==> src/rtl/renas_write_buffer.sv <==
`default_nettype none
// ============================================================================
//  Module      : renas_write_buffer
//  Description : Posted-write FIFO between the data cache and the AHB path to
//                main memory. Each entry drains as a single-beat AHB write.
//                Optional read forwarding is enabled with RENAS_WB_FWD_EN.
//  Revision    : 1.0 - initial release
// ============================================================================
module renas_write_buffer #(
    parameter int DATA_LENGTH = 32,
    parameter int ADDR_LENGTH = 32,
    parameter int WB_DEPTH    = 4
) (
    input  logic                   clk_l2,
    input  logic                   rst_n,
    // cache push side
    input  logic                   wb_req,
    input  logic [ADDR_LENGTH-1:0] wb_addr,
    input  logic [DATA_LENGTH-1:0] wb_data,
    output logic                   wb_ack,
    output logic                   full_flag,
    output logic                   empty_flag,
    // forwarding lookup
    input  logic                   rd_req,
    input  logic [ADDR_LENGTH-1:0] rd_addr,
    output logic                   rd_hit,
    output logic [DATA_LENGTH-1:0] rd_data,
    // AHB master
    output logic [1:0]             m_htrans,
    output logic [ADDR_LENGTH-1:0] m_haddr,
    output logic                   m_hwrite,
    output logic [2:0]             m_hsize,
    output logic [DATA_LENGTH-1:0] m_hwdata,
    input  logic                   m_hready
);

    localparam int         PTR_W         = $clog2(WB_DEPTH);
    localparam int         CNT_W         = PTR_W + 1;
    localparam logic [1:0] HTRANS_IDLE   = 2'b00;
    localparam logic [1:0] HTRANS_NONSEQ = 2'b10;
    localparam logic [2:0] HSIZE_WORD    = 3'b010;

    typedef enum logic [1:0] {
        ST_IDLE = 2'd0,
        ST_ADDR = 2'd1,
        ST_DATA = 2'd2
    } state_t;

    state_t                 state_q;
    state_t                 state_d;

    logic [ADDR_LENGTH-1:0] addr_mem [WB_DEPTH];
    logic [DATA_LENGTH-1:0] data_mem [WB_DEPTH];
    logic [PTR_W-1:0]       head_q;
    logic [PTR_W-1:0]       tail_q;
    logic [CNT_W-1:0]       count_q;
    logic                   push;
    logic                   pop;

    assign full_flag  = (count_q == CNT_W'(WB_DEPTH));
    assign empty_flag = (count_q == '0);
    // Full is judged on the pre-edge count, so a full buffer refuses a push
    // even in the cycle its head pops.
    assign push       = wb_req && !full_flag;
    assign pop        = (state_q == ST_DATA) && m_hready;

    // Storage needs no reset: only entries inside [head, head+count) are valid.
    always_ff @(posedge clk_l2) begin
        if (push) begin
            addr_mem[tail_q] <= wb_addr;
            data_mem[tail_q] <= wb_data;
        end
    end

    always_ff @(posedge clk_l2 or negedge rst_n) begin
        if (!rst_n) begin
            head_q  <= '0;
            tail_q  <= '0;
            count_q <= '0;
            wb_ack  <= 1'b0;
            state_q <= ST_IDLE;
        end else begin
            state_q <= state_d;
            wb_ack  <= push;
            if (push) begin
                tail_q <= tail_q + PTR_W'(1);
            end
            if (pop) begin
                head_q <= head_q + PTR_W'(1);
            end
            case ({push, pop})
                2'b10:   count_q <= count_q + CNT_W'(1);
                2'b01:   count_q <= count_q - CNT_W'(1);
                default: count_q <= count_q;
            endcase
        end
    end

    // AHB outputs depend only on the state register and the head entry.
    always_comb begin
        state_d  = state_q;
        m_htrans = HTRANS_IDLE;
        m_haddr  = '0;
        m_hwrite = 1'b0;
        m_hwdata = '0;
        case (state_q)
            ST_IDLE: begin
                if (!empty_flag) begin
                    state_d = ST_ADDR;
                end
            end
            ST_ADDR: begin
                m_htrans = HTRANS_NONSEQ;
                m_haddr  = addr_mem[head_q];
                m_hwrite = 1'b1;
                if (m_hready) begin
                    state_d = ST_DATA;
                end
            end
            ST_DATA: begin
                m_hwdata = data_mem[head_q];
                if (m_hready) begin
                    state_d = ST_IDLE;
                end
            end
            default: begin
                state_d = ST_IDLE;
            end
        endcase
    end

    assign m_hsize = HSIZE_WORD;

`ifdef RENAS_WB_FWD_EN
    logic [PTR_W-1:0] fwd_idx;

    // Scan oldest to youngest so the youngest matching entry wins.
    always_comb begin
        rd_hit  = 1'b0;
        rd_data = '0;
        fwd_idx = head_q;
        for (int i = 0; i < WB_DEPTH; i++) begin
            fwd_idx = head_q + PTR_W'(i);
            if (rd_req && (CNT_W'(i) < count_q) && (addr_mem[fwd_idx] == rd_addr)) begin
                rd_hit  = 1'b1;
                rd_data = data_mem[fwd_idx];
            end
        end
    end
`else
    logic unused_fwd;

    assign unused_fwd = ^{rd_req, rd_addr};
    assign rd_hit     = 1'b0;
    assign rd_data    = '0;
`endif

endmodule
`default_nettype wire

==> config.mk <==
export PLATFORM = sky130hd
export DESIGN_NAME = renas_write_buffer
export DESIGN_NICKNAME = d
export VERILOG_FILES = /design/src/rtl/renas_write_buffer.sv
export SDC_FILE = /design/constraint.sdc
export NUM_CORES = 1
export LEC_CHECK = 0
export CORE_MARGIN = 5
export CORE_UTILIZATION = 30
export DETAILED_ROUTE_END_ITERATION = 8
export PLACE_DENSITY_LB_ADDON = 0.3
export REMOVE_ABC_BUFFERS = 1
export SETUP_SLACK_MARGIN = 0.5
export SLEW_MARGIN = 20
export SYNTH_ARGS = -nofsm -noshare
export SYNTH_HDL_FRONTEND = slang
export SYNTH_SLANG_ARGS = --single-unit
==> constraint.sdc <==
create_clock -name clk_l2 -period 3.3 [get_ports clk_l2]
set_input_delay 0.825 -clock clk_l2 [delete_from_list [all_inputs] [get_ports clk_l2]]
set_output_delay 0.825 -clock clk_l2 [all_outputs]
set_load 0.05 [all_outputs]
== After elaboration in Yosys (flattened, before gate mapping) ==
Memory sizes are Yosys's and may differ from the RTL's.
Cells that the tools add are included.
Storage, ports and cells
  memories: 2
  flip-flop bits (word level): 10
  logic and storage cells: 37
  memory bits (writable): 256
Operators by class
  mux-type cells: 11
  eq/ne operators: 8
  add/subtract/negate cells: 4
  reduce and logical (&&, ||, !) cells: 7
Memories
  addr_mem: depth 4, bits a word 32, rd ports 1, clocked after memory_dff 0, write ports 1, RTL line 52  | logic [ADDR_LENGTH-1:0] addr_mem [WB_DEPTH];
  data_mem: depth 4, bits a word 32, rd ports 1, clocked after memory_dff 0, write ports 1, RTL line 53  | logic [DATA_LENGTH-1:0] data_mem [WB_DEPTH];
Operator list (number)
  32-bit two-way mux: 2
  2-bit two-way mux: 4
  2-bit != test (second input constant): 3
  2-bit case mux with 3 select lines: 1
  3-bit case mux with 2 select lines: 1
  2-bit by 1-bit adder with 2-bit output (second input constant): 2
  2-bit by 1-bit == test with 1-bit output (second input constant): 2
  2-bit == test (second input constant): 2
  3-bit by 1-bit adder with 3-bit output (second input constant): 1
  3-bit == test (second input constant): 1
  3-bit logical NOT: 1
  1-bit two-way mux: 3
  3-bit AND reduction: 1
  3-bit by 1-bit subtractor with 3-bit output (second input constant): 1
  1-bit logical AND: 2
  2-bit logical NOT: 1
  2-bit nonzero test: 1
  1-bit logical NOT: 1

== Logic depth before layout (Yosys ltp) ==
Gate-level depths: netlist of the first run.
  depth in word-level cells: 5
  mapped depth: 10

== Least setup slack after synthesis of the first run ==
Ideal clock, no wire load.
  path kind: flip-flop to flip-flop
  start point: register count_q[0]
  end point: memory addr_mem[0][0], enable pin
  buffers on the path: 1
  data required time: 2.754 ns
  arrival: 2.759 ns
  stages on the path, launching flop included: 5
  slack: -0.005 ns
  library setup time: 0.546 ns
  cell sequence: dfrtp_1 -> nor3b_1 -> nor2b_1 -> buf_2 -> and2_1
On the way
  word-level cells in the longest chain between the ends: 5
Ends and longest elaborated chain
  from (decl): RTL line 56  | logic [CNT_W-1:0] count_q;
  from (signal assigned): RTL line 92  | 2'b10: count_q <= count_q + CNT_W'(1);
  from (signal assigned): RTL line 93  | 2'b01: count_q <= count_q - CNT_W'(1);
  from (signal assigned): RTL line 94  | default: count_q <= count_q;
  3-bit == test: RTL line 60  | assign full_flag = (count_q == CNT_W'(WB_DEPTH));
  named net full_flag: RTL line 21  | output logic full_flag,
  1-bit logical NOT: RTL line 64  | assign push = wb_req && !full_flag;
  1-bit logical AND: RTL line 64
  named net push: RTL line 57  | logic push;
  1-bit two-way mux: RTL line 69  | if (push) begin
  1-bit two-way mux (implied by the code): RTL line 70  | addr_mem[tail_q] <= wb_addr;
  to (decl): RTL line 52
The timed path passes the listed nets, and every way through them passes these cells.

== Worst setup path in the final report of the first run ==
  start point: register head_q[0]
  end point: output port m_hwdata[15]
On the way
  word-level cells in the longest chain between the ends: 2
Ends and longest elaborated chain
  from (decl): RTL line 54  | logic [PTR_W-1:0] head_q;
  from (signal assigned): RTL line 89  | head_q <= head_q + PTR_W'(1);
  memory 4 x 32 bit
  32-bit two-way mux: RTL line 106  | case (state_q)
  to (decl): RTL line 33  | output logic [DATA_LENGTH-1:0] m_hwdata,
Every way passes these cells.

==> results of run 1 <==
## routing by layer
metal | up-vias | routed length, um | global-route usage [%]
li1 | 2227 | - | -
met1 | 2633 | 8720 | 13.5
met2 | 149 | 11900 | 20.4
met3 | 32 | 1350 | 2.68
met4 | 0 | 324 | 2.44
met5 | - | 0 | 0
## kinds of logic after synthesis
family | Yosys count | synth area share [%]
DFF | 266 | 75.7
and+or+nand+nor | 77 | 4.56
muxes | 67 | 14.1
buffers and inverters | 65 | 4.20
adders and majority gates | 6 | 0.788
xor gates and xnor gates | 6 | 0.502
other | 2 | 0.0717
AOI/OAI and AO/OA | 1 | 0.0717
## per-stage QoR
step	utilization, %	TNS (ns)	power (mW)	instances
5_1_grt	40.2	0	14.1	1142
4_1_cts	39.7	0	13.6	1137
3_5_place_dp	35.5	0	9.54	1075
2_1_floorplan	-	-111.49	7.95	466
6_report	40.2	0	13.5	1142
3_3_place_gp	35.5	0	9.43	1075
## flip-flops by register name (all words and copies together), names as in the netlist
| register | cells |
|---|---|
| head_q | 2 |
| addr_mem | 128 |
| wb_ack | 1 |
| count_q | 3 |
| data_mem | 128 |
| state_q | 2 |
| tail_q | 2 |
## repair_timing
action / in CTS / in global routing
endpoints found under the setup margin: 68 / 65
resized for setup: 111 / 22
gates cloned: 5 / 2
pin swaps: 6 / 2
setup buffers: 6 / 3
## cells in the final DEF (no fill, tap or decap), drive strengths merged
| cell | instances |
|---|---|
| edfxtp | 256 |
| buf | 96 |
| and2 | 69 |
| clkdlybuf4s50 | 68 |
| mux4 | 64 |
| clkbuf | 42 |
| conb | 37 |
| dfrtp | 10 |
| inv | 6 |
| clkinv | 6 |
| ha | 5 |
| bufinv | 4 |
| xnor2 | 3 |
| xor2 | 3 |
| nor2b | 3 |
| mux2 | 2 |
| dlygate4sd2 | 2 |
| clkdlybuf4s15 | 2 |
| nor3b | 1 |
| nor3 | 1 |
| mux2i | 1 |
| nor4 | 1 |
| a211oi | 1 |
| nand3 | 1 |
| nor2 | 1 |
| fa | 1 |
| clkinvlp | 1 |
## power breakdown
group / internal [mW] / total (mW) / switching [mW]
Combinational: 2.56 / 5.71 / 3.15
Clock: 1.94 / 3.13 / 1.19
Sequential: 4.47 / 4.65 / 0.177
Total: 8.97 / 13.5 / 4.52
## cell type report
type,instances,area (um^2),share of cell area (%)
multi-input combinational,194,2380,17.1
tap,455,569,4.10
sequential,266,7950,57.3
inverter,6,22.5,0.162
timing repair buffer,170,2020,14.6
clock buffer,40,777,5.60
clock inverter,11,156,1.13
## critical path: cells and delay by family (launching register included)
kind,cells,cell delay (ns)
DFF,1,0.49
buffers and inverters,4,0.56
and+or+nand+nor,1,0.18
muxes,1,0.43
## cell usage after synthesis, drive strengths merged
| cell type | count | area share, % |
|---|---|---|
| and2 | 69 | 4.1 |
| conb | 2 | 0.072 |
| ha | 5 | 0.60 |
| mux2i | 1 | 0.096 |
| nor2b | 3 | 0.18 |
| edfxtp | 256 | 73 |
| fa | 1 | 0.19 |
| nand3 | 1 | 0.048 |
| xnor2 | 3 | 0.25 |
| nor3b | 1 | 0.072 |
| nor2 | 1 | 0.036 |
| nor4 | 1 | 0.060 |
| dfrtp | 10 | 2.4 |
| mux4 | 64 | 14 |
| mux2 | 2 | 0.21 |
| buf | 52 | 3.7 |
| nor3 | 1 | 0.048 |
| xor2 | 3 | 0.25 |
| inv | 6 | 0.21 |
| clkbuf | 7 | 0.25 |
| a211oi | 1 | 0.072 |
## path summary, 6_finish.rpt
path | from | end | slack (ns)
hold reg to reg | state_q[1]$_DFFE_PN0P_ | state_q[0]$_DFFE_PN0P_ | 0.50
hold / removal | state_q[1]$_DFFE_PN0P_ | state_q[0]$_DFFE_PN0P_ | 0.50
setup reg to reg | state_q[1]$_DFFE_PN0P_ | count_q[2]$_DFFE_PN0P_ | 0.97
max in group asynchronous | rst_n | head_q[0]$_DFFE_PN0P_ | 2.29
min in group asynchronous | rst_n | count_q[2]$_DFFE_PN0P_ | 0.63
setup / recovery | head_q[0]$_DFFE_PN0P_ | m_hwdata[15] | 0.26
==> impl.org, run 1 <==
** Outcome
- Run status :: complete, no violations

** Clocking
- Clock sink count :: 266
- Clock tree root driver cell :: sky130_fd_sc_hd__clkbuf_16
- The clock passes through at most 3 buffers.
- Inserted Clock Buffers :: 28
- Latest clock arrival within the worst-skew pair :: 0.54 ns
- In this run, post-CTS hold repair placed 0 buffers.
- Count of H-tree levels built during CTS :: 1
- Clock-pin transition on the worst setup and hold timing paths :: 0.06 ns
- TritonCTS clock tree :: yes

** Pwr
- VDD sags by at most approximately 0.0005 V.
- Reported leakage power :: a little under 5 nW
- For this design the ratio of total power to cell area is 972 nW/um^2.

** Hold path
- Hold Path Depth :: 1
- Min-delay worst type :: reg -> reg

** Global route
- The number of global-route vias before repair came to approximately 5700.
- Wire length of the first global-routing pass :: 33600 um
- The number of antenna violations at the first check in global routing is 0.
- For this run the aggregate overflow at the end of global routing stands at 0.
- Entering global routing, the biggest net connects 38 pins.
- Global Route Usage Sum :: 11.2%

** Route
- The routed layout has 5041 vias.
- The count of nets left with antenna violations once routing finished came out at 0.
- Iteration-0 DRC Markers :: 140
- The final layout contains routed wiring with a total length of 22300 um.
- Detailed Routing Iterations Pass 1 :: 4
- Dividing the detail-routed via count by the number of cells gives 4.41.
- In the final routed layout, each cell accounts on average for between 15 and 20 um.
- After detailed routing, the number of remaining DRC violations is 0.

** Floorplanning
- The initial utilization of the core area, before any placement, comes to 30.3%.
- Overall die width :: 197 um
- After floorplanning, the core was divided into 68 placement rows.
- Height of the die :: 197 um
- Area of the core :: 34500 um^2
- Number of top-level design ports :: a little over 200
- Area enclosed by the die boundary :: 38800 um^2

** Timing
- Across all hold checks on the routed design, the worst slack comes to between 0.5 and 0.6 ns.
- Setup repair after global routing could not meet its margin everywhere.
- Worst Tran Pin Value :: ~0.5 ns
- Slew margin rel. :: between 60 and 70%
- In the finished design, the share of the clock period the worst path needs comes to between 90% and 100%.
- The hold violation total from the final report came to 0.
- Pins over their slew limit :: 0
- Setup slack closes at between 0.2 and 0.3 ns.
- Setup violations remaining at the end of the flow were counted as 0.
- Maximum clock frequency :: roughly 330 MHz
- The worst path in the final design needs a cycle of 3.04 ns, including I/O delays and setup.
- Setup Skew :: 0.0118 ns

** Logic synthesis
- Sequential fraction of the synthesis area :: 75.7%
- Synthesis produced 490 cells.
- Post-synthesis register bit count :: 266
- Yosys printed 0 warnings.
- Post-synthesis area per instance :: between 20 and 25 um^2
- In this run the cell area of the synthesized design comes to approximately 10000 um^2.
- The number of different library cells used by synthesis comes to 23.

** Final layout
- From synthesis to final layout, the design area changed by 32.4%.
- Share of final-layout standard cells stronger than drive strength 1 :: between 30% and 40%
- Final-layout fill cell count :: 3091
- With fillers left out, the area of the finished cells amounts to 13900 um^2.
- The net count of the finished layout is approximately 770.
- Count of antenna diodes in the layout :: 0

** Worst setup path
- Measured in cells, the most critical reg-to-reg path has a length of 9.
- Critical Path Start Type :: flip-flop
- Required time of the critical path :: 2.47 ns
- For the worst setup path, the data arrival time is 2.21 ns.
- In this design, the stage delay of the slowest critical-path cell is 0.49 ns.
- The critical path in this run is classified as reg -> out.
- Crit path capture type :: output pin
- Cell breakdown of the critical path :: buf_6 -> buf_12 -> buf_16 -> mux4_2 -> and2_4 -> buf_6
- The largest individual stage delay along the critical path comes from the cell sky130_fd_sc_hd__dfrtp_4.
- Crit Path Max Fanout :: 5
- In this design, the critical path's most frequently occurring cell is sky130_fd_sc_hd__buf_6.

** Placement
- Final RePlAce weighted congestion :: 0.708
- Before CTS, the worst setup slack after placement is slightly below 0.6 ns.
- Total half-perimeter wirelength after legalization and detailed placement :: 13100 um
- Buffers added on ports :: 136
- After detailed placement, the total cell area comes to 12300 um^2.

** Flow run
- Maximum Capacitance Violations :: 0
Note: power is estimated with default switching activity, not from simulation.
==> run 2: changes to the inputs <==
--- a/config.mk
+++ b/config.mk
@@ -5,6 +5,7 @@
 export SDC_FILE = /design/constraint.sdc
 export NUM_CORES = 1
 export LEC_CHECK = 0
+export CAP_MARGIN = 30
 export CORE_MARGIN = 5
 export CORE_UTILIZATION = 30
 export DETAILED_ROUTE_END_ITERATION = 8
==> results of run 2 <==
Final layout, timing and power as in run 1 (identical DEF).
